<file path="config.mk">
export PLATFORM = sky130hd
export DESIGN_NAME = dsp_ch_sched
export DESIGN_NICKNAME = d
export VERILOG_FILES = /design/src/rtl/dsp_ch_sched.sv
export SDC_FILE = /design/constraint.sdc
export NUM_CORES = 1
export LEC_CHECK = 0
export ABC_CLOCK_PERIOD_IN_PS = 7600
export CAP_MARGIN = 30
export CORE_AREA = 2 2 248 250
export DETAILED_ROUTE_END_ITERATION = 16
export DIE_AREA = 0 0 250 252
export DONT_BUFFER_PORTS = 1
export HOLD_SLACK_MARGIN = 0.1
export PLACE_DENSITY = 0.3
export SLEW_MARGIN = 10
export SYNTH_ARGS = -nofsm -noshare
export SYNTH_HDL_FRONTEND = slang
export SYNTH_SLANG_ARGS = --single-unit
</file>
<file path="constraint.sdc">
create_clock -name clk -period 7.6 [get_ports clk]
set_input_delay 1.14 -clock clk [delete_from_list [all_inputs] [get_ports clk]]
set_output_delay 1.14 -clock clk [all_outputs]
set_load 0.01 [all_outputs]
</file>
<file path="src/rtl/dsp_ch_sched.sv">
// Frame scheduler for the eight dsp_ch voices: 320-clock frame, 32-clock voice slots,
// one-hot capture/calc strobes, shared ARAM address mux, KON/KOFF latching and echo grant.
module dsp_ch_sched #(
  parameter int NUM_CH = 8
) (
  input  logic                     clk,
  input  logic                     reset,
  input  logic                     kon_wr,
  input  logic [NUM_CH-1:0]        kon_data,
  input  logic                     koff_wr,
  input  logic [NUM_CH-1:0]        koff_data,
  input  logic [NUM_CH-1:0][14:0]  ch_src_addr,
  input  logic [NUM_CH-1:0][15:0]  ch_brr_control_addr,
  input  logic [NUM_CH-1:0][15:0]  ch_brr_sample_addr_0,
  input  logic [NUM_CH-1:0][15:0]  ch_brr_sample_addr_1,
  input  logic                     echo_req,
  input  logic [15:0]              echo_addr_0,
  input  logic [15:0]              echo_addr_1,
  output logic [15:0]              aram_addr_0,
  output logic [15:0]              aram_addr_1,
  output logic                     echo_gnt,
  output logic [NUM_CH-1:0]        src_access,
  output logic [NUM_CH-1:0]        brr_control_access,
  output logic [NUM_CH-1:0]        brr_sample_access,
  output logic [NUM_CH-1:0]        pcm_calc,
  output logic [1:0]               pcm_calc_num,
  output logic                     exe_32khz,
  output logic [NUM_CH-1:0]        key_on,
  output logic [NUM_CH-1:0]        key_off,
  output logic [2:0]               slot_ch,
  output logic                     mix_en
);

  localparam logic [8:0] CNT_LAST   = 9'd319;
  localparam logic [8:0] ECHO_FIRST = 9'd256;
  localparam logic [8:0] ECHO_LAST  = 9'd318;

  function automatic logic [NUM_CH-1:0] ch_onehot(input logic [2:0] ch);
    logic [NUM_CH-1:0] vec;
    vec     = {NUM_CH{1'b0}};
    vec[ch] = 1'b1;
    return vec;
  endfunction

  logic [8:0]        cnt_q, cnt_d;
  logic [2:0]        slot_ch_q, slot_ch_d;
  logic [15:0]       voice_addr_0_q, voice_addr_0_d;
  logic [15:0]       voice_addr_1_q, voice_addr_1_d;
  logic [NUM_CH-1:0] src_access_q, src_access_d;
  logic [NUM_CH-1:0] brr_control_access_q, brr_control_access_d;
  logic [NUM_CH-1:0] brr_sample_access_q, brr_sample_access_d;
  logic [NUM_CH-1:0] pcm_calc_q, pcm_calc_d;
  logic [1:0]        pcm_calc_num_q, pcm_calc_num_d;
  logic              exe_32khz_q, exe_32khz_d;
  logic              mix_en_q, mix_en_d;
  logic [NUM_CH-1:0] kon_pend_q, kon_pend_d;
  logic [NUM_CH-1:0] koff_pend_q, koff_pend_d;
  logic [NUM_CH-1:0] key_on_q, key_on_d;
  logic [NUM_CH-1:0] key_off_q, key_off_d;

  logic              voice_win_d;
  logic [2:0]        slot_d;
  logic [4:0]        ph_d;
  logic [NUM_CH-1:0] kon_in;
  logic              echo_win;

  // Frame counter; reset restarts the frame so no partial exe_32khz can be issued.
  always_comb begin
    cnt_d = cnt_q;
    if (!reset) begin
      cnt_d = 9'd0;
    end else if (cnt_q == CNT_LAST) begin
      cnt_d = 9'd0;
    end else begin
      cnt_d = cnt_q + 9'd1;
    end
  end

  // Strobes and voice addresses are decoded from the next count so the registered
  // outputs line up with the count value of the cycle in which they are visible.
  always_comb begin
    voice_win_d          = ~cnt_d[8];
    slot_d               = voice_win_d ? cnt_d[7:5] : 3'd7;
    ph_d                 = cnt_d[4:0];
    slot_ch_d            = slot_d;
    voice_addr_0_d       = 16'h0000;
    voice_addr_1_d       = 16'h0000;
    src_access_d         = {NUM_CH{1'b0}};
    brr_control_access_d = {NUM_CH{1'b0}};
    brr_sample_access_d  = {NUM_CH{1'b0}};
    pcm_calc_d           = {NUM_CH{1'b0}};
    pcm_calc_num_d       = 2'd0;
    exe_32khz_d          = reset && (cnt_d == CNT_LAST);
    mix_en_d             = reset && (cnt_d == ECHO_FIRST);
    if (!reset) begin
      slot_ch_d = 3'd0;
    end else if (voice_win_d) begin
      case (ph_d)
        5'd0: begin
          voice_addr_0_d = {ch_src_addr[slot_d], 1'b0};
          voice_addr_1_d = {ch_src_addr[slot_d], 1'b1};
        end
        5'd1: src_access_d = ch_onehot(slot_d);
        5'd2: begin
          voice_addr_0_d = ch_brr_control_addr[slot_d];
          voice_addr_1_d = ch_brr_control_addr[slot_d];
        end
        5'd3: brr_control_access_d = ch_onehot(slot_d);
        5'd4: begin
          voice_addr_0_d = ch_brr_sample_addr_0[slot_d];
          voice_addr_1_d = ch_brr_sample_addr_1[slot_d];
        end
        5'd5: brr_sample_access_d = ch_onehot(slot_d);
        5'd8, 5'd10, 5'd12, 5'd14: begin
          pcm_calc_d     = ch_onehot(slot_d);
          pcm_calc_num_d = ph_d[2:1];
        end
        default: begin
          voice_addr_0_d = 16'h0000;
          voice_addr_1_d = 16'h0000;
        end
      endcase
    end else begin
      slot_ch_d = 3'd7;
    end
  end

  // KON accumulates until the frame boundary; a write in the 319 cycle is folded in directly.
  always_comb begin
    kon_in      = kon_wr ? kon_data : {NUM_CH{1'b0}};
    kon_pend_d  = kon_pend_q | kon_in;
    koff_pend_d = koff_wr ? koff_data : koff_pend_q;
    key_on_d    = key_on_q;
    key_off_d   = key_off_q;
    if (!reset) begin
      kon_pend_d  = {NUM_CH{1'b0}};
      koff_pend_d = {NUM_CH{1'b0}};
      key_on_d    = {NUM_CH{1'b0}};
      key_off_d   = {NUM_CH{1'b0}};
    end else if (cnt_q == CNT_LAST) begin
      key_on_d   = kon_pend_q | kon_in;
      kon_pend_d = {NUM_CH{1'b0}};
      key_off_d  = koff_wr ? koff_data : koff_pend_q;
    end else begin
      key_on_d  = key_on_q;
      key_off_d = key_off_q;
    end
  end

  // State register; next-state logic above already folds in the synchronous reset.
  always_ff @(posedge clk) begin
    cnt_q                <= cnt_d;
    slot_ch_q            <= slot_ch_d;
    voice_addr_0_q       <= voice_addr_0_d;
    voice_addr_1_q       <= voice_addr_1_d;
    src_access_q         <= src_access_d;
    brr_control_access_q <= brr_control_access_d;
    brr_sample_access_q  <= brr_sample_access_d;
    pcm_calc_q           <= pcm_calc_d;
    pcm_calc_num_q       <= pcm_calc_num_d;
    exe_32khz_q          <= exe_32khz_d;
    mix_en_q             <= mix_en_d;
    kon_pend_q           <= kon_pend_d;
    koff_pend_q          <= koff_pend_d;
    key_on_q             <= key_on_d;
    key_off_q            <= key_off_d;
  end

  // Echo grant is combinational so a held request is served the moment the window opens.
  assign echo_win    = (cnt_q >= ECHO_FIRST) && (cnt_q <= ECHO_LAST);
  assign echo_gnt    = reset && echo_req && echo_win;
  assign aram_addr_0 = echo_gnt ? echo_addr_0 : voice_addr_0_q;
  assign aram_addr_1 = echo_gnt ? echo_addr_1 : voice_addr_1_q;

  assign src_access         = src_access_q;
  assign brr_control_access = brr_control_access_q;
  assign brr_sample_access  = brr_sample_access_q;
  assign pcm_calc           = pcm_calc_q;
  assign pcm_calc_num       = pcm_calc_num_q;
  assign exe_32khz          = exe_32khz_q;
  assign mix_en             = mix_en_q;
  assign key_on             = key_on_q;
  assign key_off            = key_off_q;
  assign slot_ch            = slot_ch_q;

endmodule
</file>
==> results.tsv <==
stage	metric	value	unit
synthesis	synthTopCellsByCount	nand2_1 (115), dfxtp_1 (112), nor2_1 (101)	
cells_and_area	area_delta_synth_final	11.8	%
synthesis	synth_top_area_share	0.274	
grt	grt_pass1_wl	76300	um
clocking	clk_pin_slew_worst_paths	0.10	ns
floorplan	core-area	60100	um^2
pwr	swShare	0.295	
timing	rsz0062_at_grt	false	
clocking	cts_tree	yes	
synthesis	synthArstFlopShare	0	
drt	routedWlPerCell	32.8	um
critical_path	startpoint_type	flop	
synthesis	yosys_warnings	0	
clocking	htreeDepth	3	
floorplan	die_h	252	um
synthesis	synth-seq-area-share	0.274	
clocking	ctsHoldBuffers	0	
timing	finClkSkew	0.0164	ns
drt	route.detailed.drc	0	
synthesis	synth_top_area_cell	dfxtp_1	
drt	dr.pass1.iters	5	
synthesis	synth_area_per_cell	7.66	um^2
clocking	post_cts.repair.setup_buffers	0	
synthesis	synthCells	1069	
pwr	clkPwrFrac	0.396	
pwr	power_density	139	nW/um^2
clocking	cts_resized	0	
synthesis	synth_fp_nets	1628	
placement	gp_congestion	0.803	
floorplan	pin_count	645	
timing	max_freq	182	MHz
grt	grt_max_degree	98	
critical_path	critPathCaptureType	flop	
pwr	p_int	0.000896	W
drt	routed_via_density	5.02	
floorplan	start_util	0.136	
cells_and_area	fillers	6940	
hold_path	holdPathEnd	kon_pend_q[4]	
timing	setup_violations	0	
floorplan	num_rows	90	
pwr	p_seq_frac	0.487	
hold_path	whs_path_depth	2	
critical_path	cp.required	7.93	ns
synthesis	synth_ff_type	dfxtp_1	
pwr	leakagePower	2.92	nW
critical_path	critPathKind	flop to flop	
synthesis	synth_edf_count	0	
critical_path	ff2ff_setup_slack	2.09	ns
timing	totalNegativeSetupSlack	0	ns
clocking	root_buffer	clkbuf_16	
synthesis	synth_area_leaders	dfxtp_1 (27%), o221ai_1 (5.3%), nand2_1 (5.3%)	
drt	vias	8979	
timing	layout_worst_path_cycle_share	0.724	
grt	antenna_found_initial	18	
floorplan	die_area	63000	um^2
hold_path	min_from	kon_pend_q[4]	
clocking	cts_made_buffers	9	
cells_and_area	final_nets	1552	
clocking	cts.sinks	112	
critical_path	r2r-start	cnt_q[1]	
placement	io_buffers	0	
grt	grt_pass1_vias	8898	
pwr	peakVddDrop	0.0808	mV
timing	slew_headroom	0.347	
timing	hold_viol_final	0	
pwr	p_switching	0.000375	W
critical_path	arrival	5.84	ns
critical_path	worstReg2RegEnd	voice_addr_1_q[7]	
grt	grtUsageTotal	0.176	
hold_path	hold_class	flop to flop	
drt	drt_iter0_drc	989	
synthesis	netlist_area	8190	um^2
pwr	p_comb_frac	0.116	
drt	detail-route-antenna-nets	0	
synthesis	synth_most_common_cell	nand2_1	
floorplan	fp.dieW	250	um
pwr	power.total	0.00127	W
grt	grt-ovfl-total	0	
timing	worst_pin_slew	0.979	ns
timing	post-route-min-period	5.51	ns
cells_and_area	final_layout_size_suffix_gt1_frac	0.125	
clocking	clock_latency	0.40	ns
synthesis	ys_ff_latch	112	
flow_run	maxCapViolations	0	
critical_path	crit_path_max_fanout	97	
critical_path	ff2ff_path_depth	11	
outcome	status	finished, final reports clean	
timing	slew_violations	0	
synthesis	synth_cell_types	75	
clocking	cts_buffer_depth	2	
drt	wirelength	58600	um
placement	dp_hpwl	46800	um
## routing by layer
layer,part of all wire,global-route usage,vias up
li1,-,-,3950
met1,0.41,0.213,4417
met2,0.49,0.301,529
met3,0.081,0.0485,77
met4,0.024,0.0578,6
met5,0.00067,0,-
## cell families after synthesis
group | after synthesis | share of synthesized area
muxes | 72 | 0.0937
DFF | 112 | 0.274
AOI/OAI and AO/OA | 368 | 0.328
and+or+nand+nor | 387 | 0.220
buffers and inverters | 120 | 0.0730
xor gates and xnor gates | 8 | 0.00856
adders and majority gates | 2 | 0.00306
## how the worst max path moves through the flow
stage          startpoint                end  slack (ns)  cells after the start
3_5_place_dp     cnt_q[1]  voice_addr_1_q[0]        2.15                     10
3_3_place_gp     cnt_q[1]  voice_addr_1_q[2]        2.17                     10
6_report         cnt_q[1]  voice_addr_1_q[7]        2.09                     11
4_1_cts          cnt_q[1]  voice_addr_1_q[0]        2.09                     10
2_1_floorplan       reset    aram_addr_1[10]        3.70                      5
5_1_grt          cnt_q[1]  voice_addr_1_q[0]        1.71                     10
## cells in the final DEF, fill, tap and decap left out, drive strengths merged, types with 4 or more instances in the layout
cell type	synthesis	final
xnor2	6	6
o21ai	70	70
nand2b	10	10
a221oi	6	6
a21o	10	10
nand4	4	4
nor4	17	17
mux2i	35	35
o211ai	11	11
a31o	16	16
a32o	5	5
o221ai	50	50
diode	0	8
o31ai	7	7
o22ai	50	50
dfxtp	112	112
a31oi	24	24
and3	11	11
nor2	102	102
a211oi	30	30
a21oi	23	23
o22a	14	14
nand3	53	53
and2	5	5
a22oi	4	4
mux2	37	37
a21boi	11	11
o221a	9	9
clkbuf	33	13
inv	10	12
or3	6	6
nand2	118	118
nor3	48	48
buf	77	21
## critical path, stage by stage (launching register included)
cell      delay (ns)
dfxtp_1         0.53
ha_1            0.56
and2_1          0.26
a31oi_1         0.17
o211ai_4        0.76
nand2_4         0.61
inv_6           0.85
buf_4           0.67
a211oi_1        0.17
nor4_1          0.26
a32o_1          0.27
a31o_2          0.13
## registers in the layout (all words and copies together) (netlist names)
name                cells
brr_control_access      8
exe_32khz               1
slot_ch                 3
cnt_q                   9
key_on                  8
pcm_calc                8
voice_addr_0_q         16
key_off                 8
mix_en                  1
brr_sample_access       8
kon_pend_q              8
voice_addr_1_q         16
pcm_calc_num            2
koff_pend_q             8
src_access              8
## metrics by stage
| stage | instances | util | setup slack [ns] | cell area (um^2) | hold WS (ns) |
|---|---|---|---|---|---|
| 6_report | 1788 | 0.152 | 2.09 | 9160 | 0.460 |
| 4_1_cts | 1778 | 0.152 | 2.09 | 9130 | 0.464 |
| 3_5_place_dp | 1762 | 0.147 | 2.15 | 8840 | 0.441 |
| 2_1_floorplan | 1069 | - | 3.70 | 8190 | 0.424 |
| 5_1_grt | 1786 | 0.152 | 1.71 | 9150 | 0.489 |
| 3_3_place_gp | 1759 | 0.147 | 2.17 | 8820 | 0.438 |
## power groups by stage
stage               Sequential [W]  Combinational (W)  Clock, W
CTS                       0.000620           0.000151  0.000537
global placement          0.000634           0.000149         0
detailed placement        0.000634           0.000150         0
finish                    0.000619           0.000148  0.000504
floorplan                 0.000624           0.000107         0
global route              0.000622           0.000162  0.000549
## area by class of cell
class / instances / area [um^2] / area share
Multi-Input combinational cell: 837 / 5430 / 0.593
Sequential cell: 112 / 2240 / 0.245
Tap cell: 782 / 978 / 0.107
Clock buffer: 11 / 233 / 0.0254
Timing Repair Buffer: 23 / 163 / 0.0178
Clock inverter: 5 / 51.3 / 0.00560
Inverter: 10 / 42.5 / 0.00465
Antenna cell: 8 / 20.0 / 0.00219
No activity file was read; power rests on OpenSTA's default activity.
